## src/rtl/regfile_sequencer.sv

```systemverilog
// Operand-fetch/write-back sequencer owning the single register-file port; R0_ZERO_EN makes r0 read 0, never written.
// Latency accept->write 5 edges; op_ready only in IDLE, holds ex_valid/ex_a/ex_b until ex_ready, waits on res_valid.
module regfile_sequencer #(
    parameter int DATA_W = 8,
    parameter int ADDR_W = 5
) (
    input  logic              clk,
    input  logic              reset,
    input  logic              op_valid,
    output logic              op_ready,
    input  logic [ADDR_W-1:0] op_rs,
    input  logic [ADDR_W-1:0] op_rt,
    input  logic [ADDR_W-1:0] op_rd,
    input  logic              op_wb,
    output logic [ADDR_W-1:0] rf_address,
    output logic [DATA_W-1:0] rf_data_in,
    output logic              rf_enable,
    input  logic [DATA_W-1:0] rf_data_out,
    output logic              ex_valid,
    input  logic              ex_ready,
    output logic [DATA_W-1:0] ex_a,
    output logic [DATA_W-1:0] ex_b,
    input  logic              res_valid,
    input  logic [DATA_W-1:0] res_data,
    output logic              busy
);

    typedef enum logic [2:0] {
        S_IDLE, S_RD_A, S_RD_B, S_EXEC, S_WAIT_RES, S_WB
    } state_t;

    state_t            r_state;
    logic [ADDR_W-1:0] r_rt;
    logic [ADDR_W-1:0] r_rd;
    logic              r_wb;
    logic [ADDR_W-1:0] r_addr;
    logic [DATA_W-1:0] r_din;
    logic              r_en;
    logic              r_exv;
    logic [DATA_W-1:0] r_a;
    logic [DATA_W-1:0] r_b;

    logic [DATA_W-1:0] w_rd_val;
    logic              w_skip_wb;

    // rf_address always carries the index being read in RD_A/RD_B
`ifdef R0_ZERO_EN
    assign w_rd_val  = (r_addr == '0) ? '0 : rf_data_out;
    assign w_skip_wb = !r_wb || (r_rd == '0);
`else
    assign w_rd_val  = rf_data_out;
    assign w_skip_wb = !r_wb;
`endif

    always_ff @(posedge clk) begin
        if (reset) begin
            r_state <= S_IDLE;
            r_rt    <= '0;
            r_rd    <= '0;
            r_wb    <= 1'b0;
            r_addr  <= '0;
            r_din   <= '0;
            r_en    <= 1'b0;
            r_exv   <= 1'b0;
            r_a     <= '0;
            r_b     <= '0;
        end else begin
            case (r_state)
                S_IDLE: begin
                    if (op_valid) begin
                        r_rt    <= op_rt;
                        r_rd    <= op_rd;
                        r_wb    <= op_wb;
                        r_addr  <= op_rs;
                        r_state <= S_RD_A;
                    end
                end
                S_RD_A: begin
                    r_a     <= w_rd_val;
                    r_addr  <= r_rt;
                    r_state <= S_RD_B;
                end
                S_RD_B: begin
                    r_b     <= w_rd_val;
                    r_exv   <= 1'b1;
                    r_state <= S_EXEC;
                end
                S_EXEC: begin
                    if (ex_ready) begin
                        r_exv   <= 1'b0;
                        r_state <= w_skip_wb ? S_IDLE : S_WAIT_RES;
                    end
                end
                S_WAIT_RES: begin
                    if (res_valid) begin
                        r_din   <= res_data;
                        r_addr  <= r_rd;
                        r_en    <= 1'b1;
                        r_state <= S_WB;
                    end
                end
                S_WB: begin
                    r_en    <= 1'b0;
                    r_state <= S_IDLE;
                end
                default: begin
                    r_en    <= 1'b0;
                    r_exv   <= 1'b0;
                    r_state <= S_IDLE;
                end
            endcase
        end
    end

    assign op_ready   = (r_state == S_IDLE);
    assign busy       = (r_state != S_IDLE);
    assign rf_address = r_addr;
    assign rf_data_in = r_din;
    assign rf_enable  = r_en;
    assign ex_valid   = r_exv;
    assign ex_a       = r_a;
    assign ex_b       = r_b;

endmodule

```

## config.mk

```make
export PLATFORM = sky130hd
export DESIGN_NAME = regfile_sequencer
export DESIGN_NICKNAME = d
export VERILOG_FILES = /design/src/rtl/regfile_sequencer.sv
export SDC_FILE = /design/constraint.sdc
export NUM_CORES = 1
export LEC_CHECK = 0
export ABC_AREA = 1
export CAP_MARGIN = 20
export CORE_MARGIN = 5
export CORE_UTILIZATION = 30
export CTS_CLUSTER_DIAMETER = 200
export DETAILED_ROUTE_END_ITERATION = 6
export PLACE_DENSITY = 0.6
export SETUP_SLACK_MARGIN = 0.1
export SLEW_MARGIN = 25
export SYNTH_ARGS = -nofsm -noshare
export SYNTH_HDL_FRONTEND = slang
export SYNTH_SLANG_ARGS = --single-unit
```

## constraint.sdc

```tcl
create_clock -name clk -period 1.45 [get_ports clk]
set_input_delay 0.29 -clock clk [delete_from_list [all_inputs] [get_ports clk]]
set_output_delay 0.29 -clock clk [all_outputs]
set_load 0.01 [all_outputs]
```

## Word-level counts from Yosys, hierarchy flattened

Cells that the tools add are included.

- Bits in registers: 45
- Latch bits: 0
- Memory bits (writable): 0
- Memory bits (read-only): 0
- Input port bits: 37
- Output and inout bits: 33
- Logic and storage cells: 43
- Memories: 0

- Add/subtract/negate cells: 0
- Multipliers: 0
- Divide/modulo/power cells: 0
- Magnitude comparators: 0
- Equality and inequality tests: 8
- Shifts and indexed selects: 0
- Mux-type cells: 12
- Bitwise operators: 2
- Reductions and logical operators: 11

Operator list:

| kind | count |
|---|---|
| $pmux W3 S5 | 1 |
| $pmux W5 S3 | 1 |
| $mux W3 | 4 |
| $mux W5 | 2 |
| $reduce_and A2 Y1 | 4 |
| $reduce_or A4 Y1 | 2 |
| $eq A3 B2 Y1 const B | 2 |
| $eq A3 B3 Y1 const B | 2 |
| $ne A2 B2 Y1 const B | 3 |
| $reduce_and A3 Y1 | 2 |
| $reduce_bool A3 Y1 | 2 |
| $eq A3 B1 Y1 const B | 1 |
| $logic_not A3 Y1 | 1 |
| $pmux W1 S3 | 1 |
| $mux W1 | 2 |
| $not A1 Y1 | 2 |
| $pmux W1 S2 | 1 |

## Logic depth before layout (Yosys ltp)

Gate-level depths: netlist (run 1).

- Depth in word-level cells: 4
- Gate-level depth with buffers: 8
- Mapped depth without buffers: 7

## Worst setup path before layout (run 1)

No wires, ideal clock.

- Path type: register to register
- Start point: register r_state[0]
- End point: register r_din[5] (netlist: rf_data_in[5])
- Library setup time: 0.116 ns
- Arrival time: 1.068 ns
- Required time: 1.334 ns
- Slack: 0.265 ns
- Stages on the path, launching flop included: 7
- Buffers on the path: 2
- Clock period less this slack: 1.185 ns
- Path through: dfxtp_1 > buf_2 > nor2_4 > nand3_2 > buf_6 > o21ai_1 > a21oi_1

- Word-level cells in the longest chain between the ends: 2

Ends and longest elaborated chain:

| what | line | source |
|---|---|---|
| from (decl) | 32 | `state_t r_state;` |
| from (signal assigned) | 91 | `r_state <= w_skip_wb ? S_IDLE : S_WAIT_RES;` |
| $eq A3 B3 Y1 | 68 | `case (r_state)` |
| $reduce_and A2 Y1 (no line) | - |  |
| to (signal assigned) | 96 | `r_din <= res_data;` |
| to (decl) | 37 | `logic [DATA_W-1:0] r_din;` |

Every way passes these cells.
A chain may end at the register's enable or synchronous reset.

## Final worst setup path (run 1)

- Start point: register r_state[1]
- End point: output port op_ready

- Word-level cells in the longest chain between the ends: 1

Ends and longest elaborated chain:

| what | line | source |
|---|---|---|
| $logic_not A3 Y1 | 115 | `assign op_ready = (r_state == S_IDLE);` |
| to (decl) | 10 | `output logic op_ready,` |

Every way passes these cells.

==> results of run 1 <==
-- metal layers --
layer | routed length, µm | part of all wire (%) | GRT usage, % | vias to the layer above
li1 | - | - | - | 964
met1 | 2070 | 45 | 15.3 | 781
met2 | 2190 | 47 | 21.1 | 44
met3 | 291 | 6.3 | 3.04 | 5
met4 | 74 | 1.6 | 4.40 | 0
met5 | 0 | 0 | 0 | -
-- logic make-up (layout without fill, tap and decap cells) --
| group | after synthesis | count (layout) |
|---|---|---|
| buf+inv | 47 | 124 |
| simple gates | 107 | 107 |
| flops | 45 | 45 |
| compound gates | 58 | 58 |
-- worst paths after layout --
| path | to | from | slack, ns | depth (start not counted) |
|---|---|---|---|---|
| setup / recovery | op_ready | r_state[1]$_SDFFE_PP0P_ | 0.18 | 4 |
| hold / removal | rf_data_in[0]$_SDFFE_PP0P_ | rf_data_in[0]$_SDFFE_PP0P_ | 0.44 | 2 |
| setup reg to reg | rf_address[1]$_SDFFE_PP0P_ | r_state[2]$_SDFFE_PP0P_ | 0.22 | 8 |
| hold reg to reg | rf_data_in[0]$_SDFFE_PP0P_ | rf_data_in[0]$_SDFFE_PP0P_ | 0.44 | 2 |
-- critical path, stage by stage (launching register included) --
cell	delay [ns]
sky130_fd_sc_hd__dfxtp_2	0.35
sky130_fd_sc_hd__nor2_4	0.10
sky130_fd_sc_hd__nand2_1	0.07
sky130_fd_sc_hd__inv_1	0.05
sky130_fd_sc_hd__clkbuf_2	0.12
-- power by group through the flow --
stage,Sequential [mW],Clock (mW),Combinational (mW)
2_1_floorplan,2.05,0,1.38
3_3_place_gp,1.91,0,2.67
3_5_place_dp,1.93,0,2.69
4_1_cts,1.89,0.939,2.46
5_1_grt,1.95,0.987,2.89
6_report,1.89,0.904,2.53
-- layout by cell type (no fill, tap or decap), types with 2 or more instances in the layout --
cell type,instances
sky130_fd_sc_hd__dlygate4sd2_1,31
sky130_fd_sc_hd__nor2_1,51
sky130_fd_sc_hd__clkdlybuf4s50_1,36
sky130_fd_sc_hd__nand2_1,29
sky130_fd_sc_hd__nor2_4,3
sky130_fd_sc_hd__o21ai_1,7
sky130_fd_sc_hd__clkbuf_8,5
sky130_fd_sc_hd__inv_1,34
sky130_fd_sc_hd__a21oi_1,19
sky130_fd_sc_hd__dfxtp_1,43
sky130_fd_sc_hd__dfxtp_2,2
sky130_fd_sc_hd__nand2_4,2
sky130_fd_sc_hd__o21ai_0,31
sky130_fd_sc_hd__nand3_4,2
sky130_fd_sc_hd__nand3_1,16
sky130_fd_sc_hd__buf_4,9
sky130_fd_sc_hd__buf_12,2
-- flip-flops by register name, summed over array words and instances, names as in the netlist, 3 cells and up --
name,count
r_rt,5
ex_a,8
ex_b,8
rf_data_in,8
r_state,3
rf_address,5
r_rd,5
-- timing repair --
item / in CTS / in global routing
pin swaps: 0 / 1
setup buffers: 0 / 0
gates resized for setup: 38 / 13
setup endpoints to repair: 33 / 29
hold buffers: 0 / 0
-- stage by stage --
stage          total power, mW  cell area, µm²
5_1_grt                   5.83            2790
6_report                  5.32            2790
4_1_cts                   5.29            2760
2_1_floorplan             3.44            1870
3_5_place_dp              4.61            2690
3_3_place_gp              4.58            2690
-- cell type report --
cell class	count	area [µm²]
Inverter	36	138
Timing Repair Buffer	81	761
Clock inverter	2	35.0
Clock buffer	5	68.8
Sequential cell	45	903
Fill cell	635	3200
Tap cell	75	93.8
Multi-Input combinational cell	165	791
==> flow_results.org, run 1 <==
** Status
- The run finished with clean final reports.

** Timing
- Static timing analysis puts the maximum clock frequency at roughly 0.79 GHz.
- Final number of max-transition violations :: 0
- Maximum clock skew at final layout :: around 0.0038 ns
- Setup violations remaining at the end of the flow were counted as 0.
- Crit share post-route :: around 90%
- The count of endpoints failing hold in the final timing report was 0.
- Setup repair after global routing could not meet its margin everywhere.
- Headroom to the max-slew limit :: between 80 and 90%
- Hold is met by 0.440 ns.
- Slew @ Worst Pin :: about 0.25 ns
- TNS Setup :: 0 ns
- Clock period minus worst slack :: ~1.3 ns
- Across all setup checks in the final design, the least slack found is 0.179 ns.

** Final layout
- Layout net count :: between 300 and 400
- Cells with a size suffix above 1 make up ~10% of the layout.
- The area growth from synthesis to layout is 49.4%.
- Post-layout util :: around 47%
- 0 antenna diodes ended up in the layout.
- Number of standard cells in the layout, taps in and fillers out :: slightly above 400

** Critical path
- Critical Path Fanout Max :: 2
- STA classifies the critical path endpoint as an output pin.
- STA classifies the critical path startpoint as a flop.
- Worst Path Class, Setup :: reg2out
- Data on the critical path is required at its endpoint by about 1.2 ns.
- STA puts the critical path data arrival time at approximately 1 ns.

** Yosys
- The synthesized netlist devotes 0% of its cell area to adder and majority cells.
- Area fraction in compound gates after synthesis :: ~16%
- Among all flip-flop cells after synthesis, the most frequent one is sky130_fd_sc_hd__dfxtp_1.
- After synthesis, the most frequently instantiated cells are 51 x sky130_fd_sc_hd__nor2_1, 45 x sky130_fd_sc_hd__dfxtp_1, 35 x sky130_fd_sc_hd__inv_1.
- The number of nets handed over by synthesis was around 290.
- Avg Cell Area, Syn :: between 7 and 8 µm²
- Post-synth EDFFs :: 0
- The portion of synthesized area spent on multiplexers is 0%.
- Synthesis handed over a netlist of around 260 instances.
- Cell types with the largest area share after synthesis :: sky130_fd_sc_hd__dfxtp_1 48%, sky130_fd_sc_hd__nor2_1 10%, sky130_fd_sc_hd__o21ai_0 8.8%
- Top-count cell post-synth :: sky130_fd_sc_hd__nor2_1
- For this run, the number of Yosys warnings is 0.
- Fraction of the mapped netlist area in simple logic gates :: between 20% and 30%
- Counting flops with an async set or reset pin after synthesis yields a share of 0%.
- In this run, distinct cell masters in the synthesized netlist total 20.
- Dominant combinational cell family by area after synthesis :: simple AND/OR/NAND/NOR gates
- Sequential cells were found to cover 48.2% of the synthesized design area.
- Number of synthesized register bits :: 45
- Of the post-synthesis cell area, the dominant cell type holds between 40% and 50%.
- After synthesis the cells add up to between 1500 and 2000 µm².
- Xor-xnor portion of the synthesized cell area :: 0%
- The synthesized design spends more area on one cell type than any other, namely sky130_fd_sc_hd__dfxtp_1.

** Clocking
- After clock tree synthesis, the clock-pin slew on the worst setup and hold paths is roughly 0.08 ns.
- Worst-case clock buffer depth :: 2
- TritonCTS built the clock tree.
- The clock tree synthesis step divided the H-tree into 2 levels.
- Later-pin clock latency in the skew report :: around 0.29 ns
- Sink Count :: 45
- TritonCTS created 5 clock buffers.
- Root buf cell :: sky130_fd_sc_hd__clkbuf_8

** GRT
- First-pass GRT wire length :: just under 8 mm
- Number of antenna violations at the first check in global routing :: 0
- For this run, the total global-route usage over all layers was measured as 12.4%.
- Global route overflow :: 0
- Entering global routing, the biggest net connects 25 pins.
- The number of global-route vias before repair came to ~1700.

** Floorplanning
- The floorplan has 28 rows.
- 70 I/O pins were placed.
- The total area inside the core boundary comes to 5990 µm².
- Overall die area :: roughly 8000 µm²
- Initial cell density of the core :: 31.2%
- From left edge to right edge, the die measures 88.9 µm.
- Height of the die :: between 80 and 90 µm

** Placement
- Number of instances in the placed design :: 402
- The congestion estimate from routability-driven global placement came to just under 0.8.
- Prior to clock tree synthesis, the placed netlist has a worst setup slack of -0.0688 ns.
- The wire-length estimate of the detail-placed layout is 3.51 mm.
- Port Buffers :: 69

** Worst hold path
- The min-delay analysis places its worst path in the category reg2reg.

** Run
- The tool flagged a number of max-cap violations equal to 0.

** Routing
- Before antenna repair, the detailed router went through 4 iterations.
- Total vias in the final route :: 1794
- For this block, the routed nets add up to between 4 and 5 mm of wire.
- Dividing the detail-routed wire length by the instance count gives about 11 µm.
- DRC violations left :: 0
- Number of violations reported at the end of detailed-routing iteration 0 :: 62
- DR vias/cell :: 4.39
- In this run the remaining antenna-violating nets after routing total 0.

** Pwr
- Combinational cells account for between 40% and 50% of the total power.
- Lkg Pwr :: 1.29 nW
- For this design the ratio of total power to cell area is around 1900 nW/µm².
- IR analysis of the VDD net gives a maximum drop of between 0.8 and 0.9 mV.
- In this run switching power makes up between 30% and 40% of total power.
- Design internal power :: around 3.3 mW
- Of the total power, registers draw 35.5%.
- Share of total power in the clock network :: 17.0%
- The analysis attributes to net switching a power of between 2 and 2.5 mW.
Power figures use the tool's default switching activity.
==> inputs of run 2 (changes only) <==
- CAP_MARGIN: 20 -> unset
- CORE_UTILIZATION: 30 -> 25
- PLACE_DENSITY: 0.6 -> 0.52
==> run 2 against run 1 <==
Against the previous run:
- combinational power about the same
- clock-buffer cell count increased by 1
- setup slack lost 0.0050 ns
- wire length increased by 7.0%
- largest power group unchanged
- non-clock buffer count did not move
- critical path type unchanged
- critical path depth unchanged
- global-route usage is 1.4 points lower
- flip-flop and latch count unchanged
- maximum frequency fell by 0.39%
- final area increased by 0.72%
- via count grew 1.4%
- clock skew is 0.0039 ns higher
- highest routed layer unchanged
==> flow_results.org, run 2 (same netlist as run 1, synthesis figures left out) <==
** Clocking
- Number of buffers inserted by hold repair at cts :: 0 (unchanged)
- Sink Count :: 45 (unchanged)
- Clock input transition at the sequential cells of the worst setup and hold paths :: 0.09 ns (about the same)
- TritonCTS clock tree :: yes
- Count of buffers added by post-CTS timing repair for setup :: 0 (unchanged)
- The TritonCTS buffer count came to 5 (unchanged).
- Worst-case clock buffer depth :: 2 (unchanged)
- Number of H-tree levels :: 2 (unchanged)
- Root buf cell :: sky130_fd_sc_hd__clkbuf_8
- Later-pin clock latency in the skew report :: 0.29 ns (about the same)

** Final layout
- Total of fill cells in the finished design :: 794 (+25%)
- The post-layout net count was 371 (unchanged).
- Compared with the post-synthesis result, the final layout area differs by 50.4%.
- The number of standard cells in the final layout excluding fillers came to 434 (+6.1%).
- Ant diodes :: 0 (unchanged)
- Most common library cell in the layout ignoring fill and taps :: sky130_fd_sc_hd__nor2_1
- Leaving out fill and tap cells, the most frequent cells in the layout are 50 x sky130_fd_sc_hd__nor2_1, 43 x sky130_fd_sc_hd__dfxtp_1, 36 x sky130_fd_sc_hd__clkdlybuf4s50_1, 34 x sky130_fd_sc_hd__inv_1, 32 x sky130_fd_sc_hd__o21ai_0.
- Design Area, Final :: 2810 µm² (+0.72%)
- The share of post-route cells with drive strength above 1 is 10.7% (+0.57 points).
- The final cell utilization of the core is 38.7% (-7.8 points).

** Pwr
- The leakage power of the design was 1.29 nW (-0.51%).
- Power per cell area :: 1930 nW/µm² (+1.3%)
- Peak VDD IR :: 0.526 mV (-41%)
- Design Power :: 5.42 mW (+2.0%)

** Critical path
- The critical path buffer and inverter count was 2 (unchanged).
- Critical Path RT :: 1.16 ns (about the same)
- The delay contributed by the slowest stage of the critical path is 0.34 ns (about the same).
- Family with the most delay on the worst path :: flip-flops
- Slowest CP cell :: sky130_fd_sc_hd__dfxtp_2
- The arrival time at the worst endpoint was 0.99 ns (about the same).
- Crit path cell chain :: nor2_4, nand2_1, inv_1, clkbuf_2
- Worst Path Class, Setup :: reg2out
- STA classifies the critical path startpoint as a flop.
- Critical Path Fanout Max :: 2 (unchanged)
- STA classifies the critical path endpoint as an output pin.

** Routing
- The total wire length came to 4.95 mm (+7.0%).
- The post-detailed-route wirelength per cell came to 11.4 µm (+0.79%).
- Remaining number of nets flagged by the antenna check after routing :: 0 (unchanged)
- First drt pass iteration count :: 4 (unchanged)
- Number of violations reported at the end of detailed-routing iteration 0 :: 36 (-42%)
- DR vias/cell :: 4.19 (-4.4%)
- DRC violations left :: 0 (unchanged)
- The via count was 1820 (+1.4%).

** Timing
- Crit share post-route :: 88.0% (+0.35 points)
- Final number of max-transition violations :: 0 (unchanged)
- Setup repair after global routing missed its margin :: yes
- Maximum clock skew at final layout :: 0.00766 ns (+0.00386 ns)
- Achievable clock frequency :: 0.783 GHz (-0.39%)
- Endpoints failing setup :: 0 (unchanged)
- Slew @ Worst Pin :: 0.275 ns (+0.0248 ns)
- The worst slew slack as a fraction of its limit is 81.7% (-1.7 points).
- Clock period minus worst slack :: 1.28 ns (+0.00502 ns)
- The count of endpoints failing hold in the final timing report was 0 (unchanged).

** Placement
- The number of buffers inserted by port buffering came to 69 (unchanged).
- Placed instance area :: 2700 µm² (+0.19%)
- Final estimated routing congestion in global placement :: 0.731 (-7.2%)
- The post-DP HPWL came to 3.67 mm (+4.7%).
- The total instance count after detailed placement came to 426 (+6.0%).

** Floorplanning
- Height of the die :: 96.4 µm (+8.5%)
- Standard-cell row count :: 31 (+11%)
- IO Pins :: 70 (unchanged)
- Initial cell density of the core :: 25.8% (-5.4 points)
- Die width :: 96.4 µm (+8.5%)
- Core area :: 7250 µm² (+21%)
- Overall die area :: 9300 µm² (+18%)

** Run
- Max-cap violation count :: 0 (unchanged)

** GRT
- Maximum number of pins on one net before global-route repair :: 22 (-12%)
- The overall track demand over capacity in global routing is 11.0% (-1.4 points).
- First-pass GRT wire length :: 8.02 mm (+3.4%)
- Number of antenna violations at the first check in global routing :: 0 (unchanged)
- Global route overflow :: 0 (unchanged)
- Vias in the first global route :: 1761 (+1.7%)

** Status
- Status :: finished, final reports clean

** Worst hold path
- Class of the worst hold path :: reg2reg
[run 2: final timing paths]
| kind | from | to | slack [ns] | depth (start not counted) |
|---|---|---|---|---|
| worst max-delay path | r_state[1]$_SDFFE_PP0P_ | op_ready | 0.17 | 4 |
| worst min-delay path | ex_b[5]$_SDFFE_PP0P_ | ex_b[5]$_SDFFE_PP0P_ | 0.44 | 2 |
| worst max register to register | r_state[1]$_SDFFE_PP0P_ | rf_address[1]$_SDFFE_PP0P_ | 0.21 | 8 |
| worst min register to register | ex_b[5]$_SDFFE_PP0P_ | ex_b[5]$_SDFFE_PP0P_ | 0.44 | 2 |
[run 2: tightest hold or removal path, delay by kind of cell, from the launching register on]
family	cells	cell delay, ns
DFF	1	0.31
AOI/OAI and AO/OA	1	0.05
buffers and inverters	1	0.04
[run 2: stage by stage]
step	TNS, ns	setup WS [ns]	hold WS, ns
after floorplan	0	0.265	0.359
after global placement	-0.00564	-0.00501	0.432
after detailed placement	-0.313	-0.0610	0.434
after CTS	0	0.0165	0.446
after global routing	0	0.0869	0.460
final	0	0.174	0.442
[run 2: power by group]
part	switching (mW)	total, mW	internal (mW)
sequential	0.210	1.89	1.68
clock	0.428	0.989	0.561
combinational	1.48	2.55	1.07
total	2.12	5.42	3.31
[run 2: layout make-up]
class / instances / area [µm²] / area share [%]
multi-input combinational: 165 / 788 / 28.0
clock buffer: 6 / 82.6 / 2.94
sequential: 45 / 903 / 32.1
tap: 99 / 124 / 4.41
clock inverter: 2 / 37.5 / 1.34
inverter: 36 / 135 / 4.81
timing repair buffer: 81 / 739 / 26.3
[run 2: timing repair]
action	4_1_cts	5_1_grt
endpoints found under the setup margin	34	34
gates cloned	0	0
resized for setup	38	12
pin swaps	0	1
[run 2: metal layers]
| metal | track usage, % | vias up | wire (µm) |
|---|---|---|---|
| li1 | - | 969 | - |
| met1 | 14.3 | 804 | 2310 |
| met2 | 17.8 | 45 | 2310 |
| met3 | 3.02 | 2 | 278 |
| met4 | 3.62 | 0 | 52 |
| met5 | 0 | - | 0 |
